--- src/rtl/cfg_loader.sv ---
// Byte-serial configuration loader: assembles per-block cfg words in a shadow
// register and commits them atomically onto cfg_out. Optional checksum: CFG_LOADER_CRC_EN.
module cfg_loader #(
    parameter int          NUM_BLOCKS = 4,
    parameter int          CFG_SIZE   = 10,
    parameter logic [7:0]  SYNC_BYTE  = 8'hA5,
    localparam int         TOTAL      = NUM_BLOCKS * CFG_SIZE
) (
    input  logic             clk,
    input  logic             rst,
    input  logic [7:0]       in_data,
    input  logic             in_valid,
    output logic             in_ready,
    output logic [TOTAL-1:0] cfg_out,
    output logic             cfg_valid,
    output logic             busy,
    output logic             err
);

    localparam int NBYTES = (TOTAL + 7) / 8;
    // One extra count value so the counter parks at NBYTES instead of wrapping.
    localparam int CNT_W  = $clog2(NBYTES + 1);
    localparam logic [CNT_W-1:0] LAST_IDX = CNT_W'(NBYTES - 1);

    localparam logic [1:0] ST_IDLE   = 2'd0;
    localparam logic [1:0] ST_LOAD   = 2'd1;
`ifdef CFG_LOADER_CRC_EN
    localparam logic [1:0] ST_CHECK  = 2'd2;
`endif
    localparam logic [1:0] ST_COMMIT = 2'd3;

    logic [1:0]       state_q,     state_d;
    logic [CNT_W-1:0] cnt_q,       cnt_d;
    logic [TOTAL-1:0] shadow_q,    shadow_d;
    logic [TOTAL-1:0] cfg_out_q,   cfg_out_d;
    logic             cfg_valid_q, cfg_valid_d;
`ifdef CFG_LOADER_CRC_EN
    logic             err_q,       err_d;
    logic [7:0]       csum_q,      csum_d;
`endif
    logic             accept;

    assign in_ready  = (state_q != ST_COMMIT);
    assign accept    = in_valid && in_ready;
    assign busy      = (state_q != ST_IDLE);
    assign cfg_out   = cfg_out_q;
    assign cfg_valid = cfg_valid_q;
`ifdef CFG_LOADER_CRC_EN
    assign err       = err_q;
`else
    assign err       = 1'b0;
`endif

    always_comb begin
        state_d     = state_q;
        cnt_d       = cnt_q;
        shadow_d    = shadow_q;
        cfg_out_d   = cfg_out_q;
        cfg_valid_d = cfg_valid_q;
`ifdef CFG_LOADER_CRC_EN
        err_d       = err_q;
        csum_d      = csum_q;
`endif
        case (state_q)
            ST_IDLE: begin
                if (accept && in_data == SYNC_BYTE) begin
                    state_d     = ST_LOAD;
                    cnt_d       = '0;
                    cfg_valid_d = 1'b0;
`ifdef CFG_LOADER_CRC_EN
                    err_d       = 1'b0;
                    csum_d      = 8'h00;
`endif
                end
            end
            ST_LOAD: begin
                if (accept) begin
                    // Padding bits of the last byte have no shadow bit to land in.
                    for (int b = 0; b < TOTAL; b++) begin
                        if (cnt_q == CNT_W'(b / 8)) begin
                            shadow_d[b] = in_data[b % 8];
                        end
                    end
                    cnt_d = cnt_q + 1'b1;
`ifdef CFG_LOADER_CRC_EN
                    csum_d = csum_q ^ in_data;
                    if (cnt_q == LAST_IDX) begin
                        state_d = ST_CHECK;
                    end
`else
                    if (cnt_q == LAST_IDX) begin
                        state_d = ST_COMMIT;
                    end
`endif
                end
            end
`ifdef CFG_LOADER_CRC_EN
            ST_CHECK: begin
                if (accept) begin
                    if (in_data == csum_q) begin
                        state_d = ST_COMMIT;
                    end else begin
                        state_d = ST_IDLE;
                        err_d   = 1'b1;
                    end
                end
            end
`endif
            ST_COMMIT: begin
                cfg_out_d   = shadow_q;
                cfg_valid_d = 1'b1;
                state_d     = ST_IDLE;
            end
            default: begin
                state_d = ST_IDLE;
            end
        endcase
    end

    always_ff @(posedge clk) begin
        if (rst) begin
            state_q     <= ST_IDLE;
            cnt_q       <= '0;
            shadow_q    <= '0;
            cfg_out_q   <= '0;
            cfg_valid_q <= 1'b0;
`ifdef CFG_LOADER_CRC_EN
            err_q       <= 1'b0;
            csum_q      <= 8'h00;
`endif
        end else begin
            state_q     <= state_d;
            cnt_q       <= cnt_d;
            shadow_q    <= shadow_d;
            cfg_out_q   <= cfg_out_d;
            cfg_valid_q <= cfg_valid_d;
`ifdef CFG_LOADER_CRC_EN
            err_q       <= err_d;
            csum_q      <= csum_d;
`endif
        end
    end

endmodule

--- config.mk ---
export PLATFORM = sky130hd
export DESIGN_NAME = cfg_loader
export DESIGN_NICKNAME = d
export VERILOG_FILES = /design/src/rtl/cfg_loader.sv
export SDC_FILE = /design/constraint.sdc
export NUM_CORES = 1
export LEC_CHECK = 0
export BUFFER_PORTS_ARGS = -buffer_cell sky130_fd_sc_hd__clkbuf_2
export CORE_UTILIZATION = 28
export CTS_BUF_LIST = sky130_fd_sc_hd__clkbuf_4 sky130_fd_sc_hd__clkbuf_8 sky130_fd_sc_hd__clkbuf_16
export CTS_CLUSTER_DIAMETER = 200
export DETAILED_ROUTE_END_ITERATION = 8
export PLACE_DENSITY = 0.54
export SLEW_MARGIN = 0
export SYNTH_ARGS = -nofsm -noshare
export SYNTH_HDL_FRONTEND = slang
export SYNTH_SLANG_ARGS = --single-unit
--- constraint.sdc ---
create_clock -name clk -period 2.8 [get_ports clk]
set_input_delay 0.28 -clock clk [delete_from_list [all_inputs] [get_ports clk]]
set_output_delay 0.28 -clock clk [all_outputs]
set_load 0.005 [all_outputs]
==> metrics list, run 1 <==
* Most common cell in the netlist: sky130_fd_sc_hd__nand2_1
* Number of hold-slack violations in the final timing report: 0
- Hold is met by 0.306 ns.
- For this run the aggregate overflow at the end of global routing stands at 0.
- The slowest stage of the critical path is the sky130_fd_sc_hd__inv_2 cell.
* Dpl cells: 572
* Max-slew violation count: 0
* Type of element capturing the critical path: output port
- Leaving out filler cells and counting taps, the final layout contains 587.
- In this run the remaining antenna-violating nets after routing total 0.
- The share of synthesized area in the top cell type comes to 51.6%.
* Source-to-sink clock delay at the later pin of the worst-skew pair: 0.33 ns
* Maximum fanout along the worst path: 42
* Post-synth EDFFs: 0
* Layout cell share with drive strength beyond 1: 17.1%
* Worst setup slack after layout: 0.796 ns
- Buffers added to address setup during post-CTS repair amount to 0.
* Post-synthesis share of cell area spent on and, or, nand and nor gates: 21.2%
- Number of top-level pins: 55
* Main combinational cell family by area after synthesis: simple AND/OR/NAND/NOR gates
- The final reports fail on design-rule violations.
* Peak supply drop: 0.000261 V
- Synth Area in XOR/XNOR: 0.263%
- Port buffering added 53 buffers.
- The root buffer cell chosen for the clock tree is sky130_fd_sc_hd__clkbuf_16.
- Measured along the x axis, the die boundary spans 111 um.
- Remaining design rule violation count: 4
- Max-cap violations in this run came to 0.
* Shortest clock period the worst path allows after layout: 2.00 ns
* Type of origin of the critical path: register
- Count of clock tree sinks: 86
- Fill count: 1254
* Clock tree from TritonCTS: done
* Library cell occupying the most area in the post-synthesis netlist: sky130_fd_sc_hd__dfxtp_1
* Global-route wire length before repair: 13.2 mm
* Number of levels in the clock H-tree: 3
- The number of antenna diodes in the final layout is 0.
- The routed design has 8.03 mm of wire.
* Register bit count reported by yosys: 86
* Number of global-route vias before repair: 2749
* Status: finished, violations left
- Delay of the slowest cell on the worst path: 0.52 ns
- Mapped Nets: 423
- Detail-routed net length per standard cell: 13.7 um
- Count of cell types in the netlist: 38
- After routing, the total negative slack on setup checks comes to 0 ns.
- Highest attainable clock frequency: 499 MHz
- Synthesized-area fraction occupied by ao, oa, aoi and oai cells: 18.6%
- After technology mapping, the gate count stands at 407.
- Setup violators final: 0
- Length of the first detailed-routing pass in iterations: 6
- Final Cycle Share: 71.6%
- Dividing total power by cell area gives a power density of 602 nW/um2.
* GRT Total Usage: 13.3%
- Final estimated routing congestion in global placement: 0.768
- For the final database, setup skew stands at 0.00904 ns.
- Detailed placement ended at an HPWL of 5.28 mm.
- Each instance of the synthesized netlist takes up on average 8.20 um2.
- Most frequent cells after synthesis: sky130_fd_sc_hd__nand2_1, sky130_fd_sc_hd__dfxtp_1, sky130_fd_sc_hd__a21oi_1
- The share of the Yosys chip area taken by registers is 51.6%.
- Chip height: 111 um
- The min-delay analysis places its worst path in the category input port to register.
* Worst-path cell chain: and2_1 > inv_2 > clkbuf_2
- OpenSTA, run right after detailed placement, puts the worst setup slack at 1.09 ns.
- Arrival time of the worst setup path: 1.72 ns
- For the pin with the worst max-slew slack, the measured transition is 0.720 ns.
- The region available for standard cell placement spans 11500 um2.
- After clock tree synthesis, the clock-pin slew on the worst setup and hold paths is 0.06 ns.
- Clock tree synthesis inserted a total of 9 buffers.
- Data required time at the worst endpoint: 2.52 ns
- From synthesis to final layout, the design area changed by 17.3%.
- The worst setup path is of the register to output port kind.
- Floorplan row count: 39
* Final-stage net count: 456
- Once the floorplan was initialized, standard cells occupied 29.0% of the core.
- Number of buffers added to fix hold violations after cts: 0
- Post-DR vias/cell: 4.88
- By area the synthesized netlist is led by sky130_fd_sc_hd__dfxtp_1, sky130_fd_sc_hd__a21oi_1, sky130_fd_sc_hd__nand2_1.
* Leak: 0.00137 uW
* Pin count of the biggest net entering global routing: 62
- Violation count after the first detailed-routing iteration: 134
* Post-Syn Area: 3340 um2
* Initial antenna violation count: 0
* Die area: 12400 um2
- For this block, the via count after detailed routing is 2862.
- Share of synthesized registers carrying an async set or reset: 0%
- In the synthesized netlist the dominant register cell turns out to be sky130_fd_sc_hd__dfxtp_1.
- In this run the tightest slew margin relative to its limit is 51.9%.
- In the synthesized netlist, mux cells make up 0% of the area.
- Post-route total power: 2350 uW
- Maximum number of buffers from clock root to sink: 2
- Count of synthesis-stage warnings from yosys: 0
- RSZ-0062 raised after global routing: false
- Post-CTS repair changed the size of 0 cells.
- Summing the areas of all fa, ha and maj instances in the mapped netlist gives 1.88% of the synthesized area.
-- registers in the layout, indices dropped and copies added, names as in the netlist --
register   flops
cfg_out       40
shadow_q      40
cnt_q          3
state_q        2
cfg_valid      1
-- metal layers --
metal / share of wire [%] / GRT usage [%] / vias up
li1: - / - / 1446
met1: 47 / 16.6 / 1332
met2: 47 / 22.0 / 79
met3: 5.2 / 3.61 / 5
met4: 0.51 / 4.41 / 0
met5: 0 / 0 / -
-- power by group --
group	leakage [uW]	internal [uW]	switching, uW
Clock	0.000139	627	452
Combinational	0.000541	11.0	40.4
Sequential	0.000692	1220	0.156
Total	0.00137	1860	493
-- critical path, delay by kind of cell, from the launching register on --
kind          cells  cell delay (ns)
buf+inv           2             0.75
flops             1             0.42
simple gates      1             0.22
-- cell families (layout without fill, tap and decap cells) --
kind of cell / Yosys count / count (layout)
flops: 86 / 86
other cells: 1 / 1
fa+ha+maj: 5 / 5
buf+inv: 43 / 80
simple gates: 152 / 152
xor+xnor: 1 / 1
compound gates: 119 / 119
-- layout by cell type (no fill, tap or decap), types with 3 or more instances in the layout --
master                      count
sky130_fd_sc_hd__o21ai_0       15
sky130_fd_sc_hd__clkinv_2       3
sky130_fd_sc_hd__clkbuf_2      53
sky130_fd_sc_hd__nand3_1       33
sky130_fd_sc_hd__nor2_1         3
sky130_fd_sc_hd__inv_1          8
sky130_fd_sc_hd__ha_1           5
sky130_fd_sc_hd__a21oi_1       81
sky130_fd_sc_hd__nand2_1       96
sky130_fd_sc_hd__clkbuf_16      9
sky130_fd_sc_hd__o21ai_1       17
sky130_fd_sc_hd__dfxtp_1       86
-- per-stage QoR --
step           instance area, um2  utilization [%]
6_report                     3910             34.0
5_1_grt                      3910             34.0
4_1_cts                      3910             34.0
3_5_place_dp                 3640             31.6
3_3_place_gp                 3640             31.6
2_1_floorplan                3340                -
-- area by class of cell --
type                       count  area, um2  area share [%]
timing repair buffer          56        300            7.68
clock inverter                 4       23.8           0.608
clock buffer                  11        246            6.30
multi-input combinational    278       1410            36.0
inverter                       9       33.8           0.864
tap                          143        179            4.57
sequential                    86       1720            44.0
-- final timing paths --
check,startpoint,depth (start not counted),slack (ns),end
setup / recovery,state_q[1],3,0.80,in_ready
hold reg to reg,shadow_q[19],2,0.45,cfg_out[19]
setup reg to reg,cnt_q[0],5,1.10,shadow_q[38]
hold / removal,in_data[7],3,0.31,shadow_q[31]
(Power assumes the default switching activity.)
==> run 2: changes to the inputs <==
--- a/config.mk
+++ b/config.mk
@@ -5,12 +5,13 @@
 export SDC_FILE = /design/constraint.sdc
 export NUM_CORES = 1
 export LEC_CHECK = 0
+export ABC_AREA = 1
 export BUFFER_PORTS_ARGS = -buffer_cell sky130_fd_sc_hd__clkbuf_2
 export CORE_UTILIZATION = 28
 export CTS_BUF_LIST = sky130_fd_sc_hd__clkbuf_4 sky130_fd_sc_hd__clkbuf_8 sky130_fd_sc_hd__clkbuf_16
 export CTS_CLUSTER_DIAMETER = 200
 export DETAILED_ROUTE_END_ITERATION = 8
-export PLACE_DENSITY = 0.54
+export PLACE_DENSITY = 0.55
 export SLEW_MARGIN = 0
 export SYNTH_ARGS = -nofsm -noshare
 export SYNTH_HDL_FRONTEND = slang
==> constraint.sdc (replaced) <==
create_clock -name clk -period 2 [get_ports clk]
set_input_delay 0.2 -clock clk [delete_from_list [all_inputs] [get_ports clk]]
set_output_delay 0.2 -clock clk [all_outputs]
set_load 0.005 [all_outputs]
==> run 2 against run 1 <==
  * The flow now finishes without violations
  * Utilization rose by 0.33 points
  * Register-to-register slack got worse by 0.57 ns
  * Sequential power rose by 40%
  * Critical endpoint unchanged
  * Highest routed layer unchanged
  * Die area fell by 5.6%
  * Clock power rose by 13%
  * Critical path depth did not move
  * Global-route usage rose by 0.12 points
  * Hold slack got worse by 0.21 ns
  * Power rose by 29%
  * Area after synthesis fell by 5.7%
  * Sequential cell count did not move
  * Non-clock buffer count rose by 1
==> metrics list, run 2 <==
- Master cell of the clock root buffer: sky130_fd_sc_hd__clkbuf_8
* Worst reg2reg path startpoint: cnt_q[0]
- The final number of hold-violating endpoints came to 0 (unchanged).
* Reg-to-Reg End: shadow_q[39]
- Critical hold path startpoint: rst
- Slowest cell on the critical path: sky130_fd_sc_hd__dfxtp_1
* Pin count of the biggest net entering global routing: 81 (+31%)
- The static power due to leakage is 0.00155 uW (+13%).
* Die width: 108 um (-2.9%)
* Critical setup path kind: register to output port
- The via count of the first global-routing pass was 2482 (-9.7%).
- Post-synthesis mux area share: 0% (unchanged)
- The count of buffers added by post-CTS timing repair for setup is 0 (unchanged).
* RSZ-0062 raised after global routing: false
- Remaining global-route overflow: 0 (unchanged)
- The synthesis warning total was 0 (unchanged).
- Highest attainable clock frequency: 624 MHz
* Most frequent cells after synthesis: sky130_fd_sc_hd__nor2_1, sky130_fd_sc_hd__dfxtp_1, sky130_fd_sc_hd__o21ai_0
- The signal arrival time at the worst endpoint came to 1.40 ns (-0.32 ns).
* Worst hold path stage count: 2 (-1)
- The area of the die came to 11700 um2 (-5.6%).
- The simple-gate area share of the yosys netlist came to 21.3% (+0.13 points).
* Global-route wire length before repair: 11.8 mm (-11%)
- The maximum vdd ir drop was 0.000285 V (+9.1%).
* Largest cells by area after synthesis: sky130_fd_sc_hd__dfxtp_1, sky130_fd_sc_hd__nor2_1, sky130_fd_sc_hd__o21ai_0
- Worst-path cell chain: nand2_2 > buf_4 > clkbuf_2
* Area growth from synthesis to layout: 18.7%
- Number of resized instances in the post-cts repair step: 0 (unchanged)
* FF-to-FF path depth: 7 (+2)
* Post-Syn Area per Cell: 8.10 um2 (-1.1%)
- The number of buffers added on ports was 53 (unchanged).
- Maximum number of buffers from clock root to sink: 2 (unchanged)
* Post-CTS clock slew at the launch and capture registers of the worst setup and hold paths: 0.09 ns (+0.03 ns)
- The post-detailed-route count of antenna-violating nets is 0 (unchanged).
* Maximum fanout along the worst path: 24 (-43%)
- Type of element capturing the critical path: output port
- In the post-synthesis netlist, the cell with the most instances is sky130_fd_sc_hd__nor2_1.
- The share of the synthesized area in the top cell type came to 54.8% (+3.1 points).
- Proportion of synthesized chip area in sequential cells: 54.8% (+3.1 points)
* Hold Crit Endpoint: cnt_q[1]
- TritonCTS built the clock tree.
* Floorplan row count: 38 (-2.6%)
- The number of top-level design ports came to 55 (unchanged).
- Final-stage net count: 454 (-0.44%)
- The unique cell type count in the Yosys netlist was 24 (-37%).
- Status: finished, final reports clean
* Remaining design rule violation count: 0 (-4)
- Classification of the worst-slack hold path: input port to register
- The sum of net half-perimeters after detailed placement was 4.82 mm (-8.8%).
- The area of the core region was 10900 um2 (-5.5%).
- Post-DR vias/cell: 4.46 (-8.4%)
- The worst setup slack for register-to-register paths was 0.53 ns (-0.57 ns).
- GRT Total Usage: 13.4% (+0.12 points)
- Layout cell share with drive strength beyond 1: 19.6% (+2.5 points)
- The peak per-stage delay on the critical path came to 0.44 ns (-0.08 ns).
* Max-slew violation count: 0 (unchanged)
* Library cell occupying the most area in the post-synthesis netlist: sky130_fd_sc_hd__dfxtp_1
- The final design utilization came to 34.3% (+0.33 points).
* Highest-count cells in the layout ignoring fill and taps: sky130_fd_sc_hd__nor2_1, sky130_fd_sc_hd__dfxtp_1, sky130_fd_sc_hd__o21ai_0
- The number of buffers inserted by hold repair at cts is 0 (unchanged).
- Post-synth EDFFs: 0 (unchanged)
* Length of the first detailed-routing pass in iterations: 4 (-2)
- The number of levels in the clock H-tree came to 3 (unchanged).
- The number of antenna violations at the first check in global routing came to 0 (unchanged).
* Synthesized-area fraction occupied by ao, oa, aoi and oai cells: 16.1% (-2.5 points)
- Mapped Nets: 404 (-4.5%)
* Data required time at the worst endpoint: 1.80 ns (-0.72 ns)
* Post-route total power: 3030 uW (+29%)
- Final hold slack: 0.0934 ns (-0.213 ns)
- The via count is 2603 (-9.0%).
- Count of clock tree sinks: 86 (unchanged)
* Violation count after the first detailed-routing iteration: 80 (-40%)
* Final estimated routing congestion in global placement: 0.722 (-6.0%)
- The routed wirelength normalized by instance count was 12.3 um (-10%).
- Power density over the cells: 810 nW/um2 (+35%)
* ANT cells: 0 (unchanged)
* Shortest clock period the worst path allows after layout: 1.60 ns
- Type of origin of the critical path: register
* Post-Syn Area: 3140 um2 (-5.7%)
- The total of fill cells in the finished design came to 1156 (-7.8%).
- Number of instances in the synthesized netlist: 388 (-4.7%)
* Initial Utilization: 28.9% (-0.087 points)
- In the synthesized netlist the dominant register cell turns out to be sky130_fd_sc_hd__dfxtp_1.
- Main combinational cell family by area after synthesis: simple AND/OR/NAND/NOR gates
- Final Routed Wirelength: 7.17 mm (-11%)
- Total clock buffers created by CTS: 9 (unchanged)
- Most common cell after layout, fill and taps aside: sky130_fd_sc_hd__nor2_1
- The height of the chip is 108 um (-2.9%).
* Final Skew: 0.0127 ns (+0.00361 ns)
- Final Cycle Share: 80.1%
- The register bit total from synthesis was 86 (unchanged).
* Share of synthesized registers carrying an async set or reset: 0% (unchanged)
- The number of max-cap violations came to 0 (unchanged).
- The final-layout setup total negative slack is 0 ns (unchanged).
- Setup violators final: 0 (unchanged)
- Arithmetic-cell share of the synthesized area counting full adders, half adders and majority gates: 1.99% (+0.11 points)
- The worst-skew pair later-pin latency came to 0.37 ns (+0.04 ns).
* Synth Area in XOR/XNOR: 0% (-0.26 points)
-- run 2: critical path: cells and delay by family (launching register included) --
family	cells	cell delay [ns]
simple gates	1	0.20
buf+inv	2	0.39
flops	1	0.44
-- run 2: cell families (layout without fill, tap and decap cells) --
| family | count (synthesis) | after routing |
|---|---|---|
| simple gates | 154 | 154 |
| compound gates | 101 | 101 |
| flops | 86 | 86 |
| buf+inv | 41 | 96 |
| fa+ha+maj | 5 | 5 |
| other cells | 1 | 1 |
-- run 2: cell type report --
| class | count | area (um2) | area share, % |
|---|---|---|---|
| flip-flops and latches | 86 | 1720 | 46.1 |
| multi-input cells | 261 | 1240 | 33.2 |
| repair buffers | 57 | 308 | 8.24 |
| well taps | 140 | 175 | 4.69 |
| clock buffers | 9 | 124 | 3.32 |
| inverters | 23 | 91.3 | 2.45 |
| clock inverters | 7 | 72.6 | 1.94 |
-- run 2: per-layer routing --
metal | global-route usage (%) | vias up | wire [um]
li1 | - | 1349 | -
met1 | 15.9 | 1193 | 3380
met2 | 22.0 | 47 | 3310
met3 | 3.25 | 14 | 281
met4 | 7.53 | 0 | 197
met5 | 0 | - | 0
-- run 2: through the flow --
stage / std cells / cell area [um2] / setup slack, ns
4_1_cts: 583 / 3730 / 0.360
2_1_floorplan: 388 / 3140 / 0.742
3_3_place_gp: 567 / 3540 / 0.573
3_5_place_dp: 567 / 3540 / 0.529
5_1_grt: 583 / 3730 / 0.271
6_report: 583 / 3730 / 0.399
-- run 2: worst max-delay path by stage --
stage               cells past startpoint  slack, ns        from            to
floorplan                               6       0.74    cnt_q[2]  shadow_q[30]
global placement                        7       0.57    cnt_q[0]  shadow_q[39]
detailed placement                      7       0.53    cnt_q[0]  shadow_q[34]
CTS                                     3       0.36  state_q[1]      in_ready
global route                            3       0.27  state_q[1]      in_ready
finish                                  3       0.40  state_q[1]      in_ready
-- run 2: power breakdown --
part / internal (uW) / switching [uW] / total [uW]
clock network: 579 / 644 / 1220
registers: 1710 / 0.195 / 1710
logic: 25.2 / 66.5 / 91.7
total: 2310 / 711 / 3030
==> run 3: changes to the inputs <==
--- a/config.mk
+++ b/config.mk
@@ -5,13 +5,13 @@
 export SDC_FILE = /design/constraint.sdc
 export NUM_CORES = 1
 export LEC_CHECK = 0
-export ABC_AREA = 1
+export ABC_AREA = 0
 export BUFFER_PORTS_ARGS = -buffer_cell sky130_fd_sc_hd__clkbuf_2
 export CORE_UTILIZATION = 28
 export CTS_BUF_LIST = sky130_fd_sc_hd__clkbuf_4 sky130_fd_sc_hd__clkbuf_8 sky130_fd_sc_hd__clkbuf_16
 export CTS_CLUSTER_DIAMETER = 200
 export DETAILED_ROUTE_END_ITERATION = 8
-export PLACE_DENSITY = 0.55
+export PLACE_DENSITY = 0.56
 export SLEW_MARGIN = 0
 export SYNTH_ARGS = -nofsm -noshare
 export SYNTH_HDL_FRONTEND = slang
==> constraint.sdc (replaced) <==
create_clock -name clk -period 1.3 [get_ports clk]
set_input_delay 0.13 -clock clk [delete_from_list [all_inputs] [get_ports clk]]
set_output_delay 0.13 -clock clk [all_outputs]
set_load 0.005 [all_outputs]
==> run 3 against run 2 <==
  * The flow now finishes with violations (design-rule violations)
  * Register-to-register slack worse by 0.52 ns
  * Via count rose by 15%
  * Combinational power up 53%
  * Highest routed layer unchanged
  * Non-clock buffer count up 29
  * Final area up 20%
  * First-iteration DRC count increased by 64%
  * Clock-buffer cell count rose by 1
  * Sequential cell count did not move
  * Sequential share of layout area decreased by 7.2 points
  * Power up 95%
  * Hold slack worse by 0.0025 ns
==> metrics list, run 3 (synthesis results as in run 1) <==
* Remaining design rule violation count: 9 (+9)
* Die width: 111 um (+2.9%)
* Met2 routing resource usage after global routing: 24.6% (+2.6 points)
* Final-stage net count: 487 (+7.3%)
- RSZ-0062 raised after global routing: true
- The area growth from synthesis to layout is 33.9%.
- Final Skew: 0.00238 ns (-0.0103 ns)
* Pin count of the biggest net entering global routing: 34 (-58%)
- Met3 track demand over resource: 4.05% (+0.79 points)
* Final Cycle Share: 99.4%
* Number of port buffers: 53 (unchanged)
* Remaining global-route overflow: 0 (unchanged)
* Count of clock tree sinks: 86 (unchanged)
* Layout cell share with drive strength beyond 1: 29.4% (+9.8 points)
- The global-route met1 utilization came to 16.7% (+0.77 points).
* Type of origin of the critical path: register
- The required arrival time at the worst endpoint is 1.51 ns (-0.29 ns).
- Total clock buffers created by CTS: 9 (unchanged)
- The cell area after layout was 4470 um2 (+20%).
* Floorplan row count: 39 (+2.6%)
- Power density over the cells: 1320 nW/um2 (+63%)
- Slowest cell on the critical path: sky130_fd_sc_hd__dfxtp_4
* Type of element capturing the critical path: register
- Number of hold-slack violations in the final timing report: 0 (unchanged)
- The maximum buffer depth of the clock tree came to 2 (unchanged).
- CORE AREA: 11500 um2 (+5.8%)
* Status: finished, violations left
- Most common cell after layout, fill and taps aside: sky130_fd_sc_hd__nand2_1
- The final reports fail on design-rule violations.
- The number of iterations in the first detailed-routing pass was 6 (+2).
- The global placement routability congestion is 0.769 (+6.4%).
- Worst setup slack after layout: 0.00815 ns (-0.390 ns)
- The worst-skew pair later-pin latency is 0.33 ns (-0.04 ns).
- Worst-path cell chain: buf_6 > nand4bb_4 > buf_8 > o21ai_1 > a21oi_2
- Shortest clock period the worst path allows after layout: 1.29 ns
- Highest attainable clock frequency: 774 MHz
- The first-pass GRT wire length was 13.9 mm (+18%).
- The area of the die is 12400 um2 (+6.0%).
* Master cell of the clock root buffer: sky130_fd_sc_hd__clkbuf_16
- Reported max-cap violation count: 0 (unchanged)
* Highest-count cells in the layout ignoring fill and taps: sky130_fd_sc_hd__nand2_1, sky130_fd_sc_hd__dfxtp_1, sky130_fd_sc_hd__a21oi_1
- The post-layout instance count excluding filler cells is 619 (+6.2%).
* Number of levels in the clock H-tree: 3 (unchanged)
* Dpl cells: 600 (+5.8%)
- The via count came to 2997 (+15%).
* Detail-routed net length per standard cell: 14.1 um (+14%)
- The worst setup path is of the register to register kind.
* Worst setup slack after placement: -0.180 ns (-0.709 ns)
* Placed wire-length estimate: 5.72 mm (+19%)
- The number of antenna violations at the first check in global routing is 0 (unchanged).
* Cell area after placement: 3890 um2 (+10%)
- Delay of the slowest cell on the worst path: 0.36 ns (-0.08 ns)
- Violation count after the first detailed-routing iteration: 131 (+64%)
* ANT cells: 0 (unchanged)
- The number of max-slew violations in the final report was 0 (unchanged).
- Peak supply drop: 0.000654 V (+130%)
- Global routing's busiest layer: met2
- Leak: 0.00161 uW (+3.6%)
* Post-route setup TNS: 0 ns (unchanged)
- The maximum net fanout on the critical path was 8 (-67%).
- The detailed-route vias per instance came to 4.84 (+8.4%).
- The setup-violating endpoint count in the final report was 0 (unchanged).
- The worst hold slack was 0.0908 ns (-0.00255 ns).
- Classification of the worst-slack hold path: input port to register
* Final Routed Wirelength: 8.70 mm (+21%)
* Arrival time of the worst setup path: 1.50 ns (+0.10 ns)
- TritonCTS built the clock tree.
* Post-route antenna net violation count: 0 (unchanged)
- Chip height: 111 um (+2.9%)
- GRT Total Usage: 14.1% (+0.75 points)
* Post-CTS clock slew at the launch and capture registers of the worst setup and hold paths: 0.06 ns (-0.03 ns)
- The initial core utilization was 29.0% (+0.087 points).
- Number of top-level pins: 55 (unchanged)
* Number of global-route vias before repair: 2914 (+17%)
## run 3: changes by cell type in the layout (fill, tap and decap cells not counted), moves of 8 or more
cell / previous run / this run
sky130_fd_sc_hd__clkbuf_8: 9 / 1
sky130_fd_sc_hd__nand2_1: 5 / 94
sky130_fd_sc_hd__nor2_1: 132 / 2
sky130_fd_sc_hd__o21ai_1: 1 / 23
sky130_fd_sc_hd__nand3_1: 6 / 30
sky130_fd_sc_hd__a21oi_1: 21 / 76
sky130_fd_sc_hd__inv_1: 17 / 4
sky130_fd_sc_hd__clkbuf_16: 0 / 10
sky130_fd_sc_hd__buf_4: 3 / 26
sky130_fd_sc_hd__o21ai_0: 79 / 4
## run 3: worst paths after layout
kind,cells past startpoint,start,to,slack (ns)
worst max-delay path,5,state_q[1],shadow_q[9],0.008
worst min-delay path,2,rst,shadow_q[31],0.09
worst max register to register,5,state_q[1],shadow_q[9],0.008
worst min register to register,2,shadow_q[29],cfg_out[29],0.45
## run 3: metal layers
layer / wire length, um / up-vias
met3: 533 / 4
met4: 72 / 0
met5: 0 / -
li1: - / 1515
met1: 3840 / 1404
met2: 4260 / 74
## run 3: what timing repair did
action	in CTS	in global routing
setup buffers	1	0
pin swaps	1	7
endpoints found under the setup margin	73	37
hold buffers	0	0
resized for setup	13	49
gates cloned	0	3
## run 3: report_power, final
part | internal (uW) | switching, uW
combinational | 41.0 | 99.3
clock | 2120 | 1010
sequential | 2630 | 0.384
## run 3: area by class of cell
type,count,area (um2)
clock buffer,10,239
clock inverter,6,133
fill,1174,7050
inverter,9,38.8
multi-input combinational,279,1550
sequential,86,1740
tap,143,179
timing repair buffer,86,592
## run 3: metrics by stage
stage	utilization, %	power (uW)
3_3_place_gp	33.8	2830
2_1_floorplan	-	2750
4_1_cts	37.2	5970
3_5_place_dp	33.8	2830
6_report	38.8	5890
5_1_grt	38.8	6100
## run 3: critical path: cells and delay by family (launching register included)
| kind | cells | cell delay (ns) |
|---|---|---|
| flip-flops | 1 | 0.36 |
| buffers and inverters | 2 | 0.31 |
| AND/OR/NAND/NOR | 1 | 0.26 |
| AO/OA/AOI/OAI | 2 | 0.24 |
